`src/rtl/slac_pkg.sv`:
```
// Shared types and width defaults for the PE-cluster slice: state encoding for
// the psum accumulator and the helper used to size its saturation check.
package slac_pkg;

    typedef enum logic [1:0] {
        IDLE  = 2'd0,
        ACCUM = 2'd1,
        DRAIN = 2'd2
    } psum_state_e;

    localparam int PSUM_DATA_WIDTH = 16;
    localparam int PSUM_ACC_WIDTH  = 24;

    // Bits from the output sign bit up to the accumulator MSB; all must agree to be in range.
    function automatic int sat_hi_bits(input int acc_w, input int data_w);
        return acc_w - data_w + 1;
    endfunction

endpackage

```
`src/rtl/psum_sat.sv`:
```
// Combinational ACC_WIDTH -> DATA_WIDTH signed saturation of an accumulated psum.
// Optional fused ReLU when PSUM_RELU_EN is defined.
module psum_sat
    import slac_pkg::*;
#(
    parameter int DATA_WIDTH = PSUM_DATA_WIDTH,
    parameter int ACC_WIDTH  = PSUM_ACC_WIDTH,
    localparam int HI_W      = sat_hi_bits(ACC_WIDTH, DATA_WIDTH)
) (
    input  logic [ACC_WIDTH-1:0]  acc,
    output logic [DATA_WIDTH-1:0] sat
);

    localparam logic [DATA_WIDTH-1:0] SAT_MAX = {1'b0, {(DATA_WIDTH-1){1'b1}}};
    localparam logic [DATA_WIDTH-1:0] SAT_MIN = {1'b1, {(DATA_WIDTH-1){1'b0}}};

    logic [HI_W-1:0] hi_s;
    assign hi_s = acc[ACC_WIDTH-1:DATA_WIDTH-1];

    // Clamp to the signed output range (negatives forced to zero with ReLU).
    always_comb begin
        sat = acc[DATA_WIDTH-1:0];
`ifdef PSUM_RELU_EN
        if (acc[ACC_WIDTH-1]) begin
            sat = {DATA_WIDTH{1'b0}};
        end else if (|hi_s) begin
            sat = SAT_MAX;
        end else begin
            sat = acc[DATA_WIDTH-1:0];
        end
`else
        if ((&hi_s) || (~|hi_s)) begin
            sat = acc[DATA_WIDTH-1:0];
        end else if (acc[ACC_WIDTH-1]) begin
            sat = SAT_MIN;
        end else begin
            sat = SAT_MAX;
        end
`endif
    end

endmodule

```
`src/rtl/psum_accumulator.sv`:
```
// Accumulates cluster psums across channel passes in a row buffer and drains one
// saturated ofmap row over valid/ready. Build option: PSUM_RELU_EN (fused ReLU).
module psum_accumulator
    import slac_pkg::*;
#(
    parameter int DATA_WIDTH      = PSUM_DATA_WIDTH,
    parameter int ACC_WIDTH       = PSUM_ACC_WIDTH,
    parameter int MAX_OFMAP_WIDTH = 64,
    parameter int MAX_PASSES      = 16,
    localparam int LOG_MOW        = $clog2(MAX_OFMAP_WIDTH),
    localparam int LOG_MP         = $clog2(MAX_PASSES)
) (
    input  logic                  clk,
    input  logic                  reset_n,
    input  logic                  i_start,
    input  logic [LOG_MOW:0]      i_ofmap_width,
    input  logic [LOG_MP:0]       i_num_passes,
    input  logic [DATA_WIDTH-1:0] i_peout_data,
    input  logic                  i_peout_valid,
    output logic [DATA_WIDTH-1:0] o_ofmap_data,
    output logic                  o_ofmap_valid,
    input  logic                  i_ofmap_ready,
    output logic                  o_busy,
    output logic                  o_done,
    output logic                  o_drop_err
);

    localparam logic [LOG_MOW:0]   W_ONE   = (LOG_MOW+1)'(32'd1);
    localparam logic [LOG_MOW:0]   W_MAX   = (LOG_MOW+1)'(MAX_OFMAP_WIDTH);
    localparam logic [LOG_MP:0]    P_ONE   = (LOG_MP+1)'(32'd1);
    localparam logic [LOG_MP:0]    P_MAX   = (LOG_MP+1)'(MAX_PASSES);
    localparam logic [LOG_MOW-1:0] IDX_ONE = LOG_MOW'(32'd1);
    localparam logic [LOG_MP-1:0]  PASS_ONE = LOG_MP'(32'd1);

    psum_state_e             state_r;
    logic [LOG_MOW:0]        width_r;
    logic [LOG_MP:0]         passes_r;
    logic [LOG_MOW-1:0]      wr_idx_r;
    logic [LOG_MP-1:0]       pass_r;
    logic [LOG_MOW:0]        rd_idx_r;
    logic [DATA_WIDTH-1:0]   data_r;
    logic                    valid_r;
    logic                    busy_r;
    logic                    done_r;
    logic                    err_r;
    logic [ACC_WIDTH-1:0]    acc_buf_r [MAX_OFMAP_WIDTH];

    logic [LOG_MOW:0]        width_cfg_s;
    logic [LOG_MP:0]         passes_cfg_s;
    logic                    wr_last_s;
    logic                    pass_last_s;
    logic [ACC_WIDTH-1:0]    psum_ext_s;
    logic [ACC_WIDTH-1:0]    rd_acc_s;
    logic [DATA_WIDTH-1:0]   rd_sat_s;

    // Clamp requested row width and pass count into 1..max.
    always_comb begin
        width_cfg_s  = i_ofmap_width;
        passes_cfg_s = i_num_passes;
        if (i_ofmap_width == {(LOG_MOW+1){1'b0}}) begin
            width_cfg_s = W_ONE;
        end else if (i_ofmap_width > W_MAX) begin
            width_cfg_s = W_MAX;
        end else begin
            width_cfg_s = i_ofmap_width;
        end
        if (i_num_passes == {(LOG_MP+1){1'b0}}) begin
            passes_cfg_s = P_ONE;
        end else if (i_num_passes > P_MAX) begin
            passes_cfg_s = P_MAX;
        end else begin
            passes_cfg_s = i_num_passes;
        end
    end

    assign wr_last_s   = ({1'b0, wr_idx_r} == (width_r - W_ONE));
    assign pass_last_s = ({1'b0, pass_r} == (passes_r - P_ONE));
    assign psum_ext_s  = ACC_WIDTH'($signed(i_peout_data));
    assign rd_acc_s    = acc_buf_r[rd_idx_r[LOG_MOW-1:0]];

    psum_sat #(
        .DATA_WIDTH (DATA_WIDTH),
        .ACC_WIDTH  (ACC_WIDTH)
    ) u_sat (
        .acc (rd_acc_s),
        .sat (rd_sat_s)
    );

    // Row buffer read-modify-write; contents intentionally not reset.
    always_ff @(posedge clk) begin
        if ((state_r == ACCUM) && i_peout_valid) begin
            if (pass_r == {LOG_MP{1'b0}}) begin
                acc_buf_r[wr_idx_r] <= psum_ext_s;
            end else begin
                acc_buf_r[wr_idx_r] <= acc_buf_r[wr_idx_r] + psum_ext_s;
            end
        end
    end

    // Control FSM with registered stream and status outputs.
    always_ff @(posedge clk or negedge reset_n) begin
        if (!reset_n) begin
            state_r  <= IDLE;
            width_r  <= W_ONE;
            passes_r <= P_ONE;
            wr_idx_r <= {LOG_MOW{1'b0}};
            pass_r   <= {LOG_MP{1'b0}};
            rd_idx_r <= {(LOG_MOW+1){1'b0}};
            data_r   <= {DATA_WIDTH{1'b0}};
            valid_r  <= 1'b0;
            busy_r   <= 1'b0;
            done_r   <= 1'b0;
            err_r    <= 1'b0;
        end else begin
            done_r <= 1'b0;
            case (state_r)
                IDLE: begin
                    if (i_start) begin
                        width_r  <= width_cfg_s;
                        passes_r <= passes_cfg_s;
                        wr_idx_r <= {LOG_MOW{1'b0}};
                        pass_r   <= {LOG_MP{1'b0}};
                        rd_idx_r <= {(LOG_MOW+1){1'b0}};
                        busy_r   <= 1'b1;
                        err_r    <= i_peout_valid;
                        state_r  <= ACCUM;
                    end else if (i_peout_valid) begin
                        err_r <= 1'b1;
                    end
                end
                ACCUM: begin
                    if (i_peout_valid) begin
                        if (wr_last_s) begin
                            wr_idx_r <= {LOG_MOW{1'b0}};
                            if (pass_last_s) begin
                                pass_r  <= {LOG_MP{1'b0}};
                                state_r <= DRAIN;
                            end else begin
                                pass_r <= pass_r + PASS_ONE;
                            end
                        end else begin
                            wr_idx_r <= wr_idx_r + IDX_ONE;
                        end
                    end
                end
                DRAIN: begin
                    if (i_peout_valid) begin
                        err_r <= 1'b1;
                    end
                    // Output register refills whenever empty or being consumed.
                    if (!valid_r || i_ofmap_ready) begin
                        if (rd_idx_r < width_r) begin
                            data_r   <= rd_sat_s;
                            valid_r  <= 1'b1;
                            rd_idx_r <= rd_idx_r + W_ONE;
                        end else begin
                            valid_r  <= 1'b0;
                            busy_r   <= 1'b0;
                            done_r   <= 1'b1;
                            rd_idx_r <= {(LOG_MOW+1){1'b0}};
                            state_r  <= IDLE;
                        end
                    end
                end
                default: begin
                    state_r <= IDLE;
                    valid_r <= 1'b0;
                    busy_r  <= 1'b0;
                end
            endcase
        end
    end

    assign o_ofmap_data  = data_r;
    assign o_ofmap_valid = valid_r;
    assign o_busy        = busy_r;
    assign o_done        = done_r;
    assign o_drop_err    = err_r;

endmodule

```
`config.mk`:
```
export PLATFORM = sky130hd
export DESIGN_NAME = psum_accumulator
export DESIGN_NICKNAME = d
export VERILOG_FILES = /design/src/rtl/slac_pkg.sv /design/src/rtl/psum_sat.sv /design/src/rtl/psum_accumulator.sv
export SDC_FILE = /design/constraint.sdc
export NUM_CORES = 2
export LEC_CHECK = 0
export ABC_CLOCK_PERIOD_IN_PS = 10800
export BUFFER_PORTS_ARGS = -buffer_cell sky130_fd_sc_hd__buf_2
export CAP_MARGIN = 25
export CORE_MARGIN = 2
export CORE_UTILIZATION = 50
export DETAILED_ROUTE_END_ITERATION = 12
export PLACE_DENSITY = 0.65
export SLEW_MARGIN = 0
export SYNTH_ARGS = -nofsm -noshare
export SYNTH_HDL_FRONTEND = slang
export SYNTH_SLANG_ARGS = --single-unit
```
`constraint.sdc`:
```
create_clock -name clk -period 10.8 [get_ports clk]
set_input_delay 2.16 -clock clk [delete_from_list [all_inputs] [get_ports clk]]
set_output_delay 2.16 -clock clk [all_outputs]
set_load 0.01 [all_outputs]
```
==> run_results.csv <==
group,metric,value,unit
synth,async_reset_ff_share,3.214,%
synth,synth-edff-count,1536,
synth,share_of_synthesized_area_occupied_by_flip_flops_and_latches,66.41,%
placement,io_buffers,52,
worst_setup_path,worst_path_max_delay_cell,"sky130_fd_sc_hd__nor4_1",
route,wl_per_cell,40.93,µm
finish,nets,4327,
worst_setup_path,cpMostUsedCell,"sky130_fd_sc_hd__a31oi_1",
route,antenna_violating_nets_post_route,0,
route,detail_route.vias_per_cell,7.615,
worst_setup_path,worstPathBufferInverterCount,3,
floorplanning,core_area,141600,µm²
route,top_layer_used,"met5",
cts,post_cts_setup_buffers,0,
synth,synthesized_area_fraction_occupied_by_ao_oa_aoi_and_oai_cells,13.00,%
floorplanning,die_h,381.8,µm
cts,cts_tree,"done",
synth,yosysMostFrequentCell,"sky130_fd_sc_hd__edfxtp_1",
sta,grt_setup_unrepaired,"false",
cts,clk_latency,0.83,ns
sta,layout_min_cycle_time,7.377,ns
worst_setup_path,ff2ff_path_depth,19,
power_and_ir_drop,powerDensity,209.6,nW/µm²
power_and_ir_drop,p_leak,24.25,nW
global_route,global_route.overflow_total,0,
finish,area_growth,12.69,%
global_route,antenna_found_initial,3,
synth,yosys.area_share.xor_xnor,0.4365,%
worst_setup_path,crit_reg_reg_startpoint,"wr_idx_r[1]",
cts,cts_repair_resize_count,0,
sta,setup-tns-final,0,ns
cts,cts_buffers,164,
cts,cts_htree_levels,4,
route,detail_route.first_pass.iterations,8,
cts,ctsHoldBuffers,0,
cts,numClockSinks,1587,
synth,synth.cells.most_frequent,"sky130_fd_sc_hd__edfxtp_1 (1536), sky130_fd_sc_hd__a22oi_1 (485), sky130_fd_sc_hd__mux4_2 (428)",
sta,finClkSkew,0.03548,ns
route,amount_of_wire_on_met2_after_detailed_routing,111700,µm
global_route,via_count_of_the_first_global_routing_pass,46710,
sta,max_slew_margin,19.35,%
synth,syn_area,71380,µm²
synth,synth_top_area_cell,"sky130_fd_sc_hd__edfxtp_1",
synth,yosysTopAreaCellShare,64.62,%
floorplanning,die_width,381.8,µm
worst_setup_path,worst-path-max-fanout,48,
sta,finalHoldViolations,0,
floorplanning,effective_utilization_at_floorplan,50.41,%
worst_setup_path,longest_individual_stage_delay_on_the_worst_path,0.91,ns
synth,yosysWarnings,0,
placement,dp_hpwl,149200,µm
sta,drv_slew,0,
worst_setup_path,critical_path_arrival,7.92,ns
synth,synth_top_family_by_area,"multiplexers",
synth,synth_simple_gate_area_share,2.943,%
route,route.met3.wl,36660,µm
route,routed_wl,257500,µm
worst_hold_path,hp-start,"o_drop_err",
global_route,grt_start_max_net_pins,102,
route,via_count,47900,
route,remaining_drc_errors,0,
finish,share_of_layout_cells_above_drive_strength_1,23.46,%
sta,post-route-worst-setup-slack,3.423,ns
worst_setup_path,crit_family,"compound AO/OA/AOI/OAI gates",
sta,final.hold.worst_slack,0.4757,ns
synth,synthesis.area_per_instance,16.99,µm²
finish,utilization,56.81,%
worst_hold_path,hold-path-cell-count,2,
worst_setup_path,crit_type,"reg -> reg",
job,maxCapViolations,0,
worst_hold_path,min_path_type,"reg -> reg",
synth,syn_nets,4269,
cts,clk_pin_slew_worst_paths,0.06,ns
placement,preCtsSetupSlack,3.721,ns
sta,period_share,68.30,%
synth,postSynth.topFlopCell,"sky130_fd_sc_hd__edfxtp_1",
worst_setup_path,cp-end-kind,"register",
cts,clk_path_buf_depth,3,
run_status,run_status,"complete, no violations",
power_and_ir_drop,max-vdd-ir-drop,0.0001782,V
route,detailed_route_wire_length_on_metal_1,87450,µm
placement,place_congestion,0.9430,
floorplanning,pin_count,53,
worst_setup_path,cp_data_required_time,11.34,ns
global_route,global_route_wire_length_before_repair,358700,µm
worst_setup_path,ff2ff_setup_slack,3.42,ns
synth,post_synthesis_cell_type_count,71,
worst_hold_path,hold_end,"o_drop_err",
synth,post_synthesis_share_of_cell_area_spent_on_full_adders_half_adders_and_majority_gates,0.6556,%
worst_setup_path,timing.critical_path.cells,"nor3b_2, buf_4, a22o_1, a221oi_1, a31oi_1, a21o_1, nor4_1, inv_1, ha_1, a211oi_1, o21ai_0, a41o_1, a31oi_1, a31oi_1, o211ai_1, nand3_1, a21o_1, xnor2_2, buf_4",
route,drt_iter0_markers,8416,
worst_setup_path,cp_launch_type,"register",
worst_setup_path,reg2reg_to,"acc_buf_r[62][23]",
synth,synth.area.mux_share,14.32,%
global_route,globalRouteTotalUtil,35.18,%
sta,clock.fmax,135.6,MHz
sta,finalSetupViolCount,0,
sta,timing_worst_slew_pin_value,1.204,ns
floorplanning,die_area,145800,µm²
synth,synthTopCellsByArea,"sky130_fd_sc_hd__edfxtp_1 (65%), sky130_fd_sc_hd__mux4_2 (14%), sky130_fd_sc_hd__a22oi_1 (5.1%)",
cts,ctsRootBufferMaster,"sky130_fd_sc_hd__clkbuf_16",
synth,syn_inst,4200,
floorplanning,row_count,138,
synth,postSynthRegisterBits,1587,
## cells in the final DEF, fill, tap and decap left out, types with 9 or more instances in the layout
cell,instances
sky130_fd_sc_hd__mux4_2,428
sky130_fd_sc_hd__bufinv_16,18
sky130_fd_sc_hd__a221o_1,11
sky130_fd_sc_hd__o21ai_0,49
sky130_fd_sc_hd__clkinvlp_4,11
sky130_fd_sc_hd__buf_12,15
sky130_fd_sc_hd__mux2i_1,47
sky130_fd_sc_hd__edfxtp_1,1536
sky130_fd_sc_hd__nand3_1,42
sky130_fd_sc_hd__inv_1,28
sky130_fd_sc_hd__a22o_1,159
sky130_fd_sc_hd__a22oi_1,485
sky130_fd_sc_hd__a211oi_1,9
sky130_fd_sc_hd__nor4_1,29
sky130_fd_sc_hd__dfrtp_1,45
sky130_fd_sc_hd__xor2_1,15
sky130_fd_sc_hd__xnor2_1,17
sky130_fd_sc_hd__o21ai_4,19
sky130_fd_sc_hd__a221oi_1,165
sky130_fd_sc_hd__a31oi_1,160
sky130_fd_sc_hd__nand4_1,49
sky130_fd_sc_hd__buf_4,164
sky130_fd_sc_hd__nor3_1,21
sky130_fd_sc_hd__nor2_1,53
sky130_fd_sc_hd__clkbuf_16,169
sky130_fd_sc_hd__ha_1,35
sky130_fd_sc_hd__clkinv_2,26
sky130_fd_sc_hd__o221ai_1,9
sky130_fd_sc_hd__o22ai_1,30
sky130_fd_sc_hd__nor2_4,64
sky130_fd_sc_hd__a21oi_1,79
sky130_fd_sc_hd__clkinv_1,37
sky130_fd_sc_hd__buf_2,53
sky130_fd_sc_hd__clkbuf_1,30
sky130_fd_sc_hd__nand2b_1,19
sky130_fd_sc_hd__a21o_1,16
sky130_fd_sc_hd__nand2_1,96
sky130_fd_sc_hd__nor2b_1,9
## how the worst max path moves through the flow
stage,cells past startpoint,from,slack (ns),endpoint
floorplan,22,wr_idx_r[1],2.96,acc_buf_r[0][22]
global placement,18,wr_idx_r[0],3.81,acc_buf_r[60][23]
detailed placement,18,wr_idx_r[0],3.72,acc_buf_r[57][23]
CTS,18,wr_idx_r[0],3.69,acc_buf_r[62][23]
global route,19,wr_idx_r[1],3.21,acc_buf_r[62][23]
finish,19,wr_idx_r[1],3.42,acc_buf_r[62][23]
## kinds of logic (layout without fill, tap and decap cells)
family | Yosys count | count (layout)
flip-flops | 1587 | 1587
AO/OA/AOI/OAI | 1251 | 1251
multiplexers | 485 | 485
AND/OR/NAND/NOR | 432 | 432
buffers and inverters | 374 | 573
adder cells (fa/ha/maj) | 37 | 37
XOR/XNOR | 34 | 34
other | 0 | 2
## stage by stage
step                      instances  total power [mW]  instance area (µm²)
after floorplan                4200             9.364                71380
after global placement         5975             11.00                74860
after detailed placement       5979             11.04                74940
after CTS                      6286             16.71                80370
after global routing           6290             17.25                80430
final                          6291             16.86                80430
## tightest hold or removal path: stages, from the launching register on
cell and delay (ns):
sky130_fd_sc_hd__dfrtp_1 0.33, sky130_fd_sc_hd__nand2_1 0.04, sky130_fd_sc_hd__o21ai_0 0.06
## sequential cells by signal (all words and copies together), names as in the netlist
| signal | cells |
|---|---|
| acc_buf_r | 1536 |
| o_ofmap_data | 16 |
| rd_idx_r | 7 |
| width_r | 7 |
| wr_idx_r | 6 |
| passes_r | 5 |
| pass_r | 4 |
| state_r | 2 |
| o_busy | 1 |
| o_done | 1 |
| o_drop_err | 1 |
| o_ofmap_valid | 1 |
## power breakdown
group	total [mW]	leakage, nW	internal, mW	switching [mW]
registers	7.03	14.5	6.93	0.108
clock network	5.76	2.63	3.32	2.44
logic	4.06	7.13	1.22	2.84
total	16.9	24.3	11.5	5.39
## area by class of cell
| class | count | area, µm² |
|---|---|---|
| multi-input combinational | 2239 | 23200 |
| inverter | 30 | 115.1 |
| sequential | 1587 | 47420 |
| timing repair buffer | 236 | 1907 |
| tap | 1890 | 2365 |
| clock inverter | 105 | 1047 |
| antenna | 2 | 5.005 |
| fill | 10690 | 61150 |
| clock buffer | 202 | 4383 |
## layer usage
layer,global-route usage (%),vias up
met5,0,-
met4,24.73,2
met3,10.56,866
met2,50.98,4389
met1,45.57,24320
li1,-,18330
Note: power is estimated with default switching activity, not from simulation.
